===== config.mk =====
export PLATFORM = sky130hd
export DESIGN_NAME = ahblite_slave_arbiter_param
export DESIGN_NICKNAME = d
export VERILOG_FILES = /design/src/rtl/ahblite_arb_pkg.sv /design/src/rtl/ahblite_rr_pick.sv /design/src/rtl/ahblite_slave_arbiter_param.sv
export SDC_FILE = /design/constraint.sdc
export NUM_CORES = 1
export LEC_CHECK = 0
export BUFFER_PORTS_ARGS = -buffer_cell sky130_fd_sc_hd__clkbuf_2
export CAP_MARGIN = 5
export CORE_MARGIN = 5
export CORE_UTILIZATION = 30
export CTS_BUF_LIST = sky130_fd_sc_hd__clkbuf_4 sky130_fd_sc_hd__clkbuf_8
export CTS_CLUSTER_DIAMETER = 100
export CTS_CLUSTER_SIZE = 20
export DETAILED_ROUTE_END_ITERATION = 10
export GPL_TIMING_DRIVEN = 0
export PLACE_DENSITY_LB_ADDON = 0.1
export SYNTH_ARGS = -nofsm -noshare
export SYNTH_HDL_FRONTEND = slang
export SYNTH_SLANG_ARGS = --single-unit
export TNS_END_PERCENT = 20

===== constraint.sdc =====
create_clock -name HCLK -period 8.6 [get_ports HCLK]
set_clock_uncertainty 0.05 [all_clocks]
set_input_delay 1.29 -clock HCLK [delete_from_list [all_inputs] [get_ports HCLK]]
set_output_delay 1.29 -clock HCLK [all_outputs]
set_load 0.05 [all_outputs]

===== src/rtl/ahblite_arb_pkg.sv =====
// Purpose: shared types and helpers for the AHB-Lite per-slave arbiter.
// Contents: arbiter state enum, arbitration-mode constants, index-width helper.
package ahblite_arb_pkg;

  // Arbiter state: plain arbitration, wait-state hold, locked sequence, locked wait-state hold
  typedef enum logic [1:0] {
    ARB       = 2'd0,
    HOLD      = 2'd1,
    LOCK      = 2'd2,
    LOCK_HOLD = 2'd3
  } arb_state_e;

  localparam int unsigned MODE_RR    = 0;
  localparam int unsigned MODE_FIXED = 1;

  // Width of a master index; never narrower than one bit
  function automatic int unsigned idx_w(input int unsigned n);
    return (n <= 1) ? 1 : $clog2(n);
  endfunction

endpackage


===== src/rtl/ahblite_rr_pick.sv =====
// Purpose: combinational find-first-set over N request bits, starting at
//   start_i and wrapping from N-1 back to 0.
// Ports:
//   req_i    in  N      request vector
//   start_i  in  IDX_W  first index to examine (must be < N)
//   found_o  out 1      some request bit is set
//   idx_o    out IDX_W  first set index at or after start_i (wrapping); 0 if none
module ahblite_rr_pick
  import ahblite_arb_pkg::*;
#(
  parameter int unsigned N     = 4,
  parameter int unsigned IDX_W = idx_w(N)
) (
  input  logic [N-1:0]     req_i,
  input  logic [IDX_W-1:0] start_i,
  output logic             found_o,
  output logic [IDX_W-1:0] idx_o
);

  logic [IDX_W-1:0] cand;

  // Scan farthest-first so the nearest hit to start_i overwrites the others
  always_comb begin
    found_o = 1'b0;
    idx_o   = '0;
    cand    = '0;
    for (int i = int'(N) - 1; i >= 0; i--) begin
      cand = IDX_W'((int'(start_i) + i) % int'(N));
      if (req_i[cand]) begin
        found_o = 1'b1;
        idx_o   = cand;
      end
    end
  end

endmodule


===== src/rtl/ahblite_slave_arbiter_param.sv =====
// Purpose: per-slave AHB-Lite arbiter. Picks one requesting master per address
//   phase, holds the grant through wait states and across HMASTLOCK sequences.
//   Round-robin or fixed priority with a starvation guard.
// Ports:
//   HCLK, HRESETN  clock, synchronous active-low reset
//   req            per-master request (valid HTRANS + decode hit)
//   lock           per-master HMASTLOCK
//   hready         slave-port HREADY (data phase completes)
//   grant          one-hot grant, combinational
//   grant_valid    |grant
//   grant_idx      granted master index, 0 when no grant
//   locked         arbiter is in a locked sequence
module ahblite_slave_arbiter_param
  import ahblite_arb_pkg::*;
#(
  parameter int unsigned NUM_MASTERS = 4,
  parameter int unsigned ARB_MODE    = MODE_RR,
  parameter int unsigned BURST_LIMIT = 8
) (
  input  logic                               HCLK,
  input  logic                               HRESETN,
  input  logic [NUM_MASTERS-1:0]             req,
  input  logic [NUM_MASTERS-1:0]             lock,
  input  logic                               hready,
  output logic [NUM_MASTERS-1:0]             grant,
  output logic                               grant_valid,
  output logic [idx_w(NUM_MASTERS)-1:0]      grant_idx,
  output logic                               locked
);

  localparam int unsigned IDX_W = idx_w(NUM_MASTERS);
  // Must hold both 1 and BURST_LIMIT
  localparam int unsigned CNT_W = $clog2(BURST_LIMIT + 2);
  localparam logic [NUM_MASTERS-1:0] ONE_HOT0 = NUM_MASTERS'(1);
  localparam logic [IDX_W-1:0]       LAST_IDX = IDX_W'(NUM_MASTERS - 1);

  arb_state_e             state_q, state_d;
  logic [IDX_W-1:0]       owner_q, owner_d;
  logic [CNT_W-1:0]       win_cnt_q, win_cnt_d;

  logic [NUM_MASTERS-1:0] owner_oh, pick_oh, grant_c;
  logic [IDX_W-1:0]       owner_nxt, pick_start, pick_idx, gidx_c;
  logic                   pick_found, starve;

  assign owner_oh  = ONE_HOT0 << owner_q;
  assign owner_nxt = (owner_q == LAST_IDX) ? '0 : owner_q + IDX_W'(1);

  // Starvation guard: owner has used its burst and someone else is waiting
  assign starve = (ARB_MODE == MODE_FIXED) && (BURST_LIMIT != 0) &&
                  (win_cnt_q == CNT_W'(BURST_LIMIT)) && (|(req & ~owner_oh));

  assign pick_start = ((ARB_MODE == MODE_RR) || starve) ? owner_nxt : '0;

  ahblite_rr_pick #(
    .N     (NUM_MASTERS),
    .IDX_W (IDX_W)
  ) u_pick (
    .req_i   (req),
    .start_i (pick_start),
    .found_o (pick_found),
    .idx_o   (pick_idx)
  );

  assign pick_oh = ONE_HOT0 << pick_idx;

  // Next-state, owner/win-count update and Mealy grant
  always_comb begin
    state_d   = state_q;
    owner_d   = owner_q;
    win_cnt_d = win_cnt_q;
    grant_c   = '0;
    gidx_c    = owner_q;
    case (state_q)
      ARB: begin
        if (pick_found) begin
          grant_c = pick_oh;
          gidx_c  = pick_idx;
          owner_d = pick_idx;
          if (lock[pick_idx]) begin
            state_d = hready ? LOCK : LOCK_HOLD;
          end else begin
            state_d = hready ? ARB : HOLD;
            if (starve) begin
              win_cnt_d = '0;
            end else if (pick_idx != owner_q) begin
              win_cnt_d = CNT_W'(1);
            end else if (win_cnt_q < CNT_W'(BURST_LIMIT)) begin
              win_cnt_d = win_cnt_q + CNT_W'(1);
            end
          end
        end
      end
      HOLD: begin
        grant_c = owner_oh;
        if (hready) state_d = ARB;
      end
      LOCK: begin
        // Dropping lock costs one dead cycle before re-arbitration
        if (!lock[owner_q]) begin
          state_d = ARB;
        end else if (req[owner_q]) begin
          grant_c = owner_oh;
          state_d = hready ? LOCK : LOCK_HOLD;
        end
      end
      LOCK_HOLD: begin
        grant_c = owner_oh;
        if (hready) state_d = LOCK;
      end
      default: state_d = ARB;
    endcase
  end

  // State registers
  always_ff @(posedge HCLK) begin
    if (!HRESETN) begin
      state_q   <= ARB;
      owner_q   <= LAST_IDX;
      win_cnt_q <= '0;
    end else begin
      state_q   <= state_d;
      owner_q   <= owner_d;
      win_cnt_q <= win_cnt_d;
    end
  end

  // Outputs are forced idle while reset is held
  assign grant       = HRESETN ? grant_c : '0;
  assign grant_valid = |grant;
  assign grant_idx   = grant_valid ? gidx_c : '0;
  assign locked      = HRESETN && ((state_q == LOCK) || (state_q == LOCK_HOLD));

endmodule


==> summary.txt, run 1 <==
POWER AND IR DROP
----------------------------------------------------------------------------------------------------
Cell-internal power                                                                         0.179 mW
Total power per unit cell area                                                           439 mW/mm^2
Combinational share of power                                                                   85.9%
LEAKAGE                                                                                     0.430 nW
Sw Ratio                                                                                       57.8%
Sequential share of power                                                                       8.5%
Clock power share                                                                               5.6%
Worst IR drop on VDD                                                                      0.000184 V
Net switching power                                                                         0.246 mW

GLOBAL ROUTING
----------------------------------------------------------------------------------------------------
Global routing usage summed across all routing layers                                          11.4%
Global route overflow                                                                              0
Via count of the first global-routing pass                                                       838
Number of antenna violations at the first check in global routing                                  0
Global-route wire length before repair                                                       3750 um
Maximum number of pins on one net before global-route repair                                      11

STA
----------------------------------------------------------------------------------------------------
Share of the clock period used by the worst path after layout                                  53.6%
Unrepaired setup endpoints after global routing                                                   no
Min cycle time layout                                                                        4610 ps
Sum of negative setup slack                                                                     0 ps
Slew margin rel.                                                                               67.6%
Final setup vio count                                                                              0
Hold Fails Final Rpt                                                                               0
Highest attainable clock frequency                                                           217 MHz
Transition at the pin with the smallest max-transition slack                                  480 ps
Max Slew Vio Count                                                                                 0

FLOW RUN
----------------------------------------------------------------------------------------------------
Reported max-cap violation count                                                                   0

FLOORPLANNING
----------------------------------------------------------------------------------------------------
Vertical die dimension                                                                       62.5 um
Starting Density                                                                               30.7%
Total Die Area                                                                          0.00390 sq mm
FP Rows                                                                                           19
Number of primary I/O pins                                                                        19
Die Width                                                                                    62.5 um
Core box area                                                                           0.00269 sq mm

SYNTHESIS
----------------------------------------------------------------------------------------------------
Number of storage elements in the synthesis netlist                                                4
Sequential share of the synthesized area                                                       9.70%
Adder and majority cell fraction of the synthesized area                                       7.58%
Area fraction in compound gates after synthesis                                                37.0%
Share of the synthesized netlist area taken by xor and xnor gates                              1.06%
Simple-Gate Fraction of Synth Area                                                             24.7%
Share of the synthesized area in the top cell type                                             9.70%
Predominant post-synthesis flop cell                                                         dfxtp_1
Net Count, Synth                                                                                 123
Post-Synthesis Cell Area                                                                   826 sq um
Number of enable flip-flop cells after synthesis                                                   0
Synthesis Warnings                                                                                 0
Largest family of logic cells by synthesized area                                       compound AO/OA/AOI/OAI gates
Number of different library cells in the post-synthesis netlist                                   48
Share of flip-flops with an asynchronous set or reset                                             0%
Number of instances in the synthesized netlist                                                   107
Most area-hungry cell type in the Yosys netlist                                              dfxtp_1
Share of cell area taken by muxes after synthesis                                              7.73%
Mean area per synthesized cell                                                            7.72 sq um
Dominant cells by area after synthesis                                                  dfxtp_1 9.7%, ha_1 7.6%, nand2_1 5.0%, o21ai_0 4.2%, buf_6 4.1%

CTS
----------------------------------------------------------------------------------------------------
Num Clock Sinks                                                                                    4
TritonCTS clock tree                                                                             yes
CTS max path bufs                                                                                  2
Buffer cell driving the clock tree root                                                     clkbuf_4
Clock-pin slew reported for the worst setup and hold paths after clock tree synthesis          40 ps
Inserted Clock Buffers                                                                             3
Number of instances resized during post-cts repair                                                 0
Worst-skew pair later-pin latency                                                             240 ps
Maximum level of the CTS H-tree                                                                    1
Post-CTS setup buffers                                                                             0
CTS Hold Buffers Added                                                                             0

DRT
----------------------------------------------------------------------------------------------------
TritonRoute pass-1 iters                                                                           4
1st-iter DRT viols                                                                                19
Remaining antenna violation count after routing                                                    0
Per-cell routed wire length                                                                  13.9 um
Total length of routed wires                                                                 2190 um
Post-DR vias/cell                                                                               5.71
Count of unresolved DRC violations after routing                                                   0
Routed vias                                                                                      896

FINISH
----------------------------------------------------------------------------------------------------
Layout cell share with drive strength beyond 1                                                 31.7%
Count of fill cells added during filler insertion                                                303
Final #Nets                                                                                      144
Area added between synthesis and finish                                                        17.1%
Total area of sequential cells                                                            80.1 sq um
Final core area utilization                                                                    36.0%
Ant diodes                                                                                         0
Footprint of the multi-input gates                                                         644 sq um

PLACE
----------------------------------------------------------------------------------------------------
Placer congestion estimate                                                                     0.798
Number of port buffers                                                                            16
HPWL Detailed                                                                                1700 um

SETUP PATH
----------------------------------------------------------------------------------------------------
Kind of start point of the critical path                                                   input pin
Capturing element type of the critical path                                               output pin
Endpoint required time on the critical path                                                  7260 ps
Worst Path Arrival                                                                           3270 ps
CP max FO                                                                                          8
Setup CP Type                                                                           input pin to output pin

MIN PATH
----------------------------------------------------------------------------------------------------
Class of the worst hold path                                                            flop to flop

OUTCOME
----------------------------------------------------------------------------------------------------
Result of the run                                                                       finished clean

per-layer routing:
metal / GRT usage, % / up-vias / part of all wire [%]
li1: - / 445 / -
met1: 14.4 / 428 / 47
met2: 19.6 / 23 / 49
met3: 3.24 / 0 / 3.9
met4: 1.59 / 0 / 0
met5: 0 / - / 0
Yosys cell counts (3+ instances only):
library cell and number:
a21oi_1 6, ha_1 5, nand3_1 4, o21ai_0 7
nor2_1 6, inv_1 5, a31oi_1 3, o21a_1 3
nor3_1 3, dfxtp_1 4, nand2_1 11, buf_6 3
mux2i_1 3
power by group through the flow:
| stage | Sequential [mW] | Combinational (mW) | Clock (mW) |
|---|---|---|---|
| after detailed placement | 0.0368 | 0.364 | 0 |
| after CTS | 0.0363 | 0.365 | 0.0245 |
| after floorplan | 0.0333 | 0.299 | 0 |
| after global placement | 0.0370 | 0.365 | 0 |
| final | 0.0359 | 0.365 | 0.0240 |
| after global routing | 0.0373 | 0.395 | 0.0263 |
stage by stage:
| step | power, mW | setup slack, ps | instances | area (sq um) | hold WS (ps) |
|---|---|---|---|---|---|
| after CTS | 0.426 | 3990 | 157 | 967 | 668 |
| after detailed placement | 0.400 | 3990 | 154 | 945 | 673 |
| after floorplan | 0.333 | 3770 | 107 | 826 | 590 |
| final | 0.425 | 3990 | 157 | 967 | 670 |
| after global routing | 0.459 | 3810 | 157 | 967 | 709 |
| after global placement | 0.402 | 4000 | 154 | 945 | 673 |
worst max-delay path: stages:
cell and delay (ps):
buf_2 170, inv_1 110, and4_1 210, a2111oi_4 330, o21a_2 230, a21o_1 210, nand4_1 200, a31oi_1 220
clkbuf_2 300
state kept, by name, indices dropped and copies added, names as in the netlist:
name,cells
owner_q,2
state_q,2
final cells by class:
type / count / area share (%)
Buffer: 8 / 8.15
Clock buffer: 3 / 2.33
Inverter: 6 / 2.33
Multi-Input combinational cell: 89 / 66.6
Sequential cell: 4 / 8.28
Tap cell: 31 / 4.01
Timing Repair Buffer: 16 / 8.28
kinds of logic after synthesis:
kind of cell             Yosys count
AO/OA/AOI/OAI                     39
XOR/XNOR                           1
adder cells (fa/ha/maj)            5
buffers and inverters             14
flip-flops                         4
multiplexers                       5
AND/OR/NAND/NOR                   39
placed cells by master, fill, tap and decap left out, types with 4 or more instances in the layout:
master and instances:
inv_1 5, dfxtp_1 4, clkbuf_2 16, nand2_1 11
ha_1 5, nand3_1 4, o21ai_0 7, nor2_1 6
a21oi_1 6
worst paths after layout:
kind / from / slack, ps / cells after the start / to
max: req[2] / 3990 / 9 / grant_idx[1]
min: state_q[0] / 670 / 2 / owner_q[0]
max reg2reg: owner_q[1] / 6010 / 8 / state_q[1]
min reg2reg: state_q[0] / 670 / 2 / owner_q[0]
Power figures use the tool's default switching activity.
==> run 2, diff against run 1 <==
--- a/config.mk
+++ b/config.mk
@@ -5,6 +5,7 @@
 export SDC_FILE = /design/constraint.sdc
 export NUM_CORES = 1
 export LEC_CHECK = 0
+export ABC_AREA = 1
 export BUFFER_PORTS_ARGS = -buffer_cell sky130_fd_sc_hd__clkbuf_2
 export CAP_MARGIN = 5
 export CORE_MARGIN = 5
==> constraint.sdc (replaced) <==
create_clock -name HCLK -period 4.05 [get_ports HCLK]
set_clock_uncertainty 0.05 [all_clocks]
set_input_delay 0.6075 -clock HCLK [delete_from_list [all_inputs] [get_ports HCLK]]
set_output_delay 0.6075 -clock HCLK [all_outputs]
set_load 0.05 [all_outputs]
==> summary.txt, run 2 <==
OUTCOME
----------------------------------------------------------------------------------------------------
Result of the run                                                                       finished clean

SETUP PATH
----------------------------------------------------------------------------------------------------
Endpoint required time on the critical path                                                  3390 ps   -3870 ps
Worst Path Arrival                                                                           2600 ps   -670 ps
Capturing element type of the critical path                                               output pin
CP max FO                                                                                          6   -2
Setup CP Type                                                                           flop to output pin
Kind of start point of the critical path                                                        flop

SYNTHESIS
----------------------------------------------------------------------------------------------------
Number of instances in the synthesized netlist                                                   152   +42%
Synthesis Warnings                                                                                 0   unchanged
Number of different library cells in the post-synthesis netlist                                   22   -54%
Leading cell type by number of instances after synthesis                                     nand2_1
Net Count, Synth                                                                                 168   +37%
Predominant post-synthesis flop cell                                                         dfxtp_1
Number of enable flip-flop cells after synthesis                                                   0   unchanged
Sequential share of the synthesized area                                                       9.86%   +0.16 points
Share of the synthesized area in the top cell type                                             25.9%   +16 points
Most area-hungry cell type in the Yosys netlist                                              nand2_1
Share of flip-flops with an asynchronous set or reset                                             0%   unchanged
Number of storage elements in the synthesis netlist                                                4   unchanged
Dominant cells by area after synthesis                                                  nand2_1 26%, inv_1 12%, dfxtp_1 9.9%, nand3_1 9.2%, ha_1 7.7%
Post-Synthesis Cell Area                                                                   812 sq um   -1.7%
Mean area per synthesized cell                                                            5.34 sq um   -31%
Commonest cells in the netlist                                                          56 x nand2_1, 26 x inv_1, 15 x nand3_1

DRT
----------------------------------------------------------------------------------------------------
Remaining antenna violation count after routing                                                    0   unchanged
Count of unresolved DRC violations after routing                                                   0   unchanged
1st-iter DRT viols                                                                                62   +43
Post-DR vias/cell                                                                               4.40   -23%
Routed vias                                                                                      889   -0.78%
TritonRoute pass-1 iters                                                                           4   unchanged
Per-cell routed wire length                                                                  9.58 um   -31%
Total length of routed wires                                                                 1940 um   -12%

STA
----------------------------------------------------------------------------------------------------
Transition at the pin with the smallest max-transition slack                                  335 ps   -145 ps
Share of the clock period used by the worst path after layout                                  80.4%
Final setup vio count                                                                              0   unchanged
Hold Fails Final Rpt                                                                               0   unchanged
Worst Setup Slack, final                                                                      795 ps   -3190 ps
Highest attainable clock frequency                                                           307 MHz
Unrepaired setup endpoints after global routing                                                   no
Min cycle time layout                                                                        3260 ps
Slew margin rel.                                                                               77.4%   +9.8 points
Max Slew Vio Count                                                                                 0   unchanged
Sum of negative setup slack                                                                     0 ps   unchanged

FINISH
----------------------------------------------------------------------------------------------------
Most common cell after layout, fill and taps aside                                           nand2_1
Top library cells by usage in the layout, fill and taps aside                           56 x nand2_1, 26 x inv_1, 17 x clkbuf_2
Layout cell share with drive strength beyond 1                                                 25.6%   -6.2 points
Count of fill cells added during filler insertion                                                293   -3.3%
Largest registers                                                                       owner_q: 2 flops, state_q: 2 flops
Area added between synthesis and finish                                                        17.9%
Ant diodes                                                                                         0   unchanged
Final #Nets                                                                                      190   +32%
Final core area utilization                                                                    37.9%   +1.9 points
Area of all placed cells without fillers                                                   957 sq um   -1.0%

FLOORPLANNING
----------------------------------------------------------------------------------------------------
Die Width                                                                                    62.0 um   -0.70%
Number of primary I/O pins                                                                        19   unchanged
Total Die Area                                                                          0.00385 sq mm   -1.4%
FP Rows                                                                                           18   -1
Starting Density                                                                               32.2%   +1.5 points
Vertical die dimension                                                                       62.0 um   -0.70%
Core box area                                                                           0.00252 sq mm   -6.1%

PLACE
----------------------------------------------------------------------------------------------------
Number of port buffers                                                                            17   +1
Placed cell areas                                                                          935 sq um   -1.1%
Pre-CTS setup slack                                                                          1030 ps   -2960 ps
Placer congestion estimate                                                                     0.808   +1.3%
HPWL Detailed                                                                                1680 um   -0.64%

GLOBAL ROUTING
----------------------------------------------------------------------------------------------------
Met1 Track Usage GR                                                                            17.2%   +2.8 points
Global-route wire length before repair                                                       3310 um   -12%
GR Layer Usage met3                                                                           0.620%   -2.6 points
GRT Max-Usage Layer                                                                             met1
Met2 usage                                                                                     17.2%   -2.4 points
Global routing usage summed across all routing layers                                          11.3%   -0.12 points
Number of antenna violations at the first check in global routing                                  0   unchanged
Global route overflow                                                                              0   unchanged
Maximum number of pins on one net before global-route repair                                      11   unchanged
Via count of the first global-routing pass                                                       786   -6.2%

CTS
----------------------------------------------------------------------------------------------------
Clock-pin slew reported for the worst setup and hold paths after clock tree synthesis          40 ps   about the same
Num Clock Sinks                                                                                    4   unchanged
CTS max path bufs                                                                                  2   unchanged
Inserted Clock Buffers                                                                             3   unchanged
Worst-skew pair later-pin latency                                                             230 ps   about the same
TritonCTS clock tree                                                                             yes
Post-CTS setup buffers                                                                             0   unchanged
Number of instances resized during post-cts repair                                                 0   unchanged
CTS Hold Buffers Added                                                                             0   unchanged
Buffer cell driving the clock tree root                                                     clkbuf_4
Maximum level of the CTS H-tree                                                                    1   unchanged

FLOW RUN
----------------------------------------------------------------------------------------------------
Reported max-cap violation count                                                                   0   unchanged

MIN PATH
----------------------------------------------------------------------------------------------------
Class of the worst hold path                                                            flop to flop

[run 2: through the flow]
step	hold slack, ps	instances
6_report	498	202
5_1_grt	531	202
4_1_cts	501	202
3_5_place_dp	492	199
3_3_place_gp	491	199
2_1_floorplan	451	152
[run 2: final cells by class]
| type | count | area [sq um] | share of cell area (%) |
|---|---|---|---|
| multi-input combinational | 116 | 603 | 63.0 |
| inverter | 30 | 113 | 11.8 |
| timing repair buffer | 17 | 85.1 | 8.89 |
| sequential | 4 | 80.1 | 8.37 |
| tap | 30 | 37.5 | 3.92 |
| clock buffer | 3 | 22.5 | 2.35 |
| buffer | 2 | 16.3 | 1.70 |
[run 2: cell families (layout without fill, tap and decap cells)]
family	Yosys count	after routing	share of synthesized area, %
and+or+nand+nor	98	98	57.9
adders and majority gates	5	5	7.70
DFF	4	4	9.86
buffers and inverters	32	52	15.9
AOI/OAI and AO/OA	13	13	8.63
[run 2: worst max-delay path, cell delays in order (launching register included)]
cell	delay (ps)
dfxtp_1	410
inv_1	150
ha_1	370
inv_1	140
nand3_1	160
nand2_1	100
inv_1	50
nand2_2	80
nand3_2	110
nand2_4	130
nand2_1	60
nand2_1	50
nand2_1	60
nand2_1	80
nor2_2	50
nor2_1	100
clkbuf_2	290
[run 2: final timing paths]
check / startpoint / end / slack (ps) / cells after the start
setup / recovery: owner_q[1] / grant_idx[1] / 790 / 16
hold / removal: state_q[0] / state_q[0] / 500 / 2
setup reg to reg: owner_q[1] / state_q[1] / 1890 / 15
hold reg to reg: state_q[0] / state_q[0] / 500 / 2
[run 2: per-layer routing]
| layer | routed length, um | vias to the layer above |
|---|---|---|
| li1 | - | 502 |
| met1 | 1040 | 375 |
| met2 | 820 | 12 |
| met3 | 73 | 0 |
| met4 | 0 | 0 |
| met5 | 0 | - |
Power of run 2 is not shown: default switching activity piles up to over one toggle a cycle in this logic, so the estimate is an artifact.
==> run 3, diff against run 2 <==
--- a/config.mk
+++ b/config.mk
@@ -5,7 +5,7 @@
 export SDC_FILE = /design/constraint.sdc
 export NUM_CORES = 1
 export LEC_CHECK = 0
-export ABC_AREA = 1
+export ABC_AREA = 0
 export BUFFER_PORTS_ARGS = -buffer_cell sky130_fd_sc_hd__clkbuf_2
 export CAP_MARGIN = 5
 export CORE_MARGIN = 5
==> constraint.sdc (replaced) <==
create_clock -name HCLK -period 2.8 [get_ports HCLK]
set_clock_uncertainty 0.05 [all_clocks]
set_input_delay 0.42 -clock HCLK [delete_from_list [all_inputs] [get_ports HCLK]]
set_output_delay 0.42 -clock HCLK [all_outputs]
set_load 0.05 [all_outputs]
==> summary.txt, run 3 (same netlist as run 1, synthesis figures left out) <==
SETUP PATH
----------------------------------------------------------------------------------------------------
Capture point of the worst reg-to-reg path                                                state_q[1]
CP max FO                                                                                          5   -1
Launching point of the worst reg2reg path                                                 owner_q[0]
Source of the critical timing path                                                        owner_q[0]
Worst Path Arrival                                                                           2760 ps   +160 ps
Endpoint required time on the critical path                                                  2330 ps   -1060 ps
Internal reg-to-reg setup slack                                                               430 ps   -1460 ps
Setup CP Type                                                                           flop to output pin
Capturing element type of the critical path                                               output pin
Kind of start point of the critical path                                                        flop
Worst reg-to-reg path cell count                                                                   9   -6

GLOBAL ROUTING
----------------------------------------------------------------------------------------------------
Maximum number of pins on one net before global-route repair                                      11   unchanged
Global routing usage summed across all routing layers                                          13.2%   +1.9 points
Global route overflow                                                                              0   unchanged
Global-route wire length before repair                                                       4460 um   +35%
Number of antenna violations at the first check in global routing                                  0   unchanged
Via count of the first global-routing pass                                                       950   +21%

STA
----------------------------------------------------------------------------------------------------
Final setup vio count                                                                              7   +7
Highest attainable clock frequency                                                           310 MHz
Min cycle time layout                                                                        3230 ps
Max Slew Vio Count                                                                                 0   unchanged
Slew margin rel.                                                                               70.2%   -7.3 points
Final worst hold slack                                                                        424 ps   -74.4 ps
Sum of negative setup slack                                                                 -2180 ps   -2180 ps
Transition at the pin with the smallest max-transition slack                                  443 ps   +108 ps
Hold Fails Final Rpt                                                                               0   unchanged
Unrepaired setup endpoints after global routing                                                  yes
Worst Setup Slack, final                                                                     -427 ps   -1220 ps
Share of the clock period used by the worst path after layout                                   115%

CTS
----------------------------------------------------------------------------------------------------
TritonCTS clock tree                                                                             yes
Clock-pin slew reported for the worst setup and hold paths after clock tree synthesis          40 ps   about the same
Maximum level of the CTS H-tree                                                                    1   unchanged
Num Clock Sinks                                                                                    4   unchanged
Worst-skew pair later-pin latency                                                             220 ps   about the same
Inserted Clock Buffers                                                                             3   unchanged
Buffer cell driving the clock tree root                                                     clkbuf_4
CTS max path bufs                                                                                  2   unchanged

FINISH
----------------------------------------------------------------------------------------------------
Area added between synthesis and finish                                                        53.3%
Area of all placed cells without fillers                                                0.00127 sq mm   +32%
Most common cell after layout, fill and taps aside                                             buf_4
Top library cells by usage in the layout, fill and taps aside                           15 x buf_4, 11 x nand2_1, 9 x clkbuf_2
Post-route non-filler standard cell count                                                        171   -15%
Final #Nets                                                                                      158   -17%
Largest registers                                                                       owner_q: 2 flops, state_q: 2 flops
Ant diodes                                                                                         0   unchanged
Count of fill cells added during filler insertion                                                273   -6.8%
Total area of sequential cells                                                            87.6 sq um   +9.4%
Layout cell share with drive strength beyond 1                                                 48.6%   +23 points
Footprint of the multi-input gates                                                         741 sq um   +23%

MIN PATH
----------------------------------------------------------------------------------------------------
WHS Path Cells                                                                                     2   unchanged
Class of the worst hold path                                                            input pin to flop
Capture endpoint of the worst hold path                                                   state_q[0]
Min-Delay Startpoint                                                                          hready

DRT
----------------------------------------------------------------------------------------------------
TritonRoute pass-1 iters                                                                           4   unchanged
Count of unresolved DRC violations after routing                                                   0   unchanged
Routed vias                                                                                      942   +6.0%
Per-cell routed wire length                                                                  15.0 um   +57%
1st-iter DRT viols                                                                                27   -56%
Remaining antenna violation count after routing                                                    0   unchanged
Total length of routed wires                                                                 2570 um   +33%
Post-DR vias/cell                                                                               5.51   +25%

PLACE
----------------------------------------------------------------------------------------------------
HPWL Detailed                                                                                1840 um   +9.0%
Placed cell areas                                                                         1000 sq um   +7.0%
Placer congestion estimate                                                                     0.785   -2.8%
Post-placement cell count                                                                        154   -23%
Number of port buffers                                                                            16   -1

FLOORPLANNING
----------------------------------------------------------------------------------------------------
Vertical die dimension                                                                       62.5 um   +0.71%
Number of primary I/O pins                                                                        19   unchanged
Total Die Area                                                                          0.00390 sq mm   +1.4%
FP Rows                                                                                           19   +1
Die Width                                                                                    62.5 um   +0.71%
Core box area                                                                           0.00269 sq mm   +6.5%
Starting Density                                                                               30.7%   -1.5 points

POWER AND IR DROP
----------------------------------------------------------------------------------------------------
Worst IR drop on VDD                                                                      0.000734 V
Total power per unit cell area                                                          1440 mW/mm^2
LEAKAGE                                                                                     0.552 nW

OUTCOME
----------------------------------------------------------------------------------------------------
Violated checks                                                                         setup timing
Result of the run                                                                       complete, but fails checks

FLOW RUN
----------------------------------------------------------------------------------------------------
Reported max-cap violation count                                                                   0   unchanged

[run 3: power breakdown]
group	internal, mW	switching, mW	leakage (nW)
Clock	0.0477	0.0194	0.0138
Sequential	0.0844	0.0246	0.0335
Combinational	0.790	0.859	0.504
Total	0.922	0.903	0.552
[run 3: area by class of cell]
class                      instances  share of cell area, %
multi-input combinational         89                   58.5
timing repair buffer              30                   20.8
sequential                         4                   6.92
buffer                             8                   6.52
tap                               31                   3.06
inverter                           6                   2.37
clock buffer                       3                   1.78
[run 3: how the worst max path moves through the flow]
| stage | end | slack (ps) | cells after the start |
|---|---|---|---|
| after floorplan | grant_idx[0] | -150 | 11 |
| after global placement | grant_idx[1] | -470 | 11 |
| after detailed placement | grant_idx[0] | -500 | 11 |
| after CTS | grant_idx[0] | -450 | 12 |
| after global routing | grant_idx[0] | -530 | 11 |
| final | grant_idx[0] | -430 | 11 |
[run 3: through the flow]
stage	power (mW)	worst slack, ps	util [%]
finish	1.83	-427	47.1
global route	1.95	-525	47.1
CTS	1.66	-450	43.9
detailed placement	1.33	-503	37.2
global placement	1.33	-473	37.2
floorplan	1.11	-155	-
[run 3: repair_timing]
item	4_1_cts	5_1_grt
cloned	0	1
setup endpoints to repair	7	7
hold buffers	0	0
pin swaps	7	5
resized for setup	21	12
buffers inserted	9	4
[run 3: per-layer routing]
| layer | vias to the layer above | global-route usage, % | part of all wire, % |
|---|---|---|---|
| met5 | - | 0 | 0 |
| met4 | 0 | 3.18 | 0 |
| met3 | 0 | 0.719 | 4.8 |
| met2 | 24 | 21.4 | 50 |
| met1 | 445 | 19.1 | 45 |
| li1 | 473 | - | - |
[run 3: worst max-delay path, cell delays in order (launching register included)]
cell,delay [ps]
dfxtp_4,350
buf_6,110
inv_8,40
ha_4,290
buf_8,110
nor2_1,40
o32a_1,340
o21a_2,230
a21o_1,190
a221o_2,440
a31oi_4,220
buf_8,160
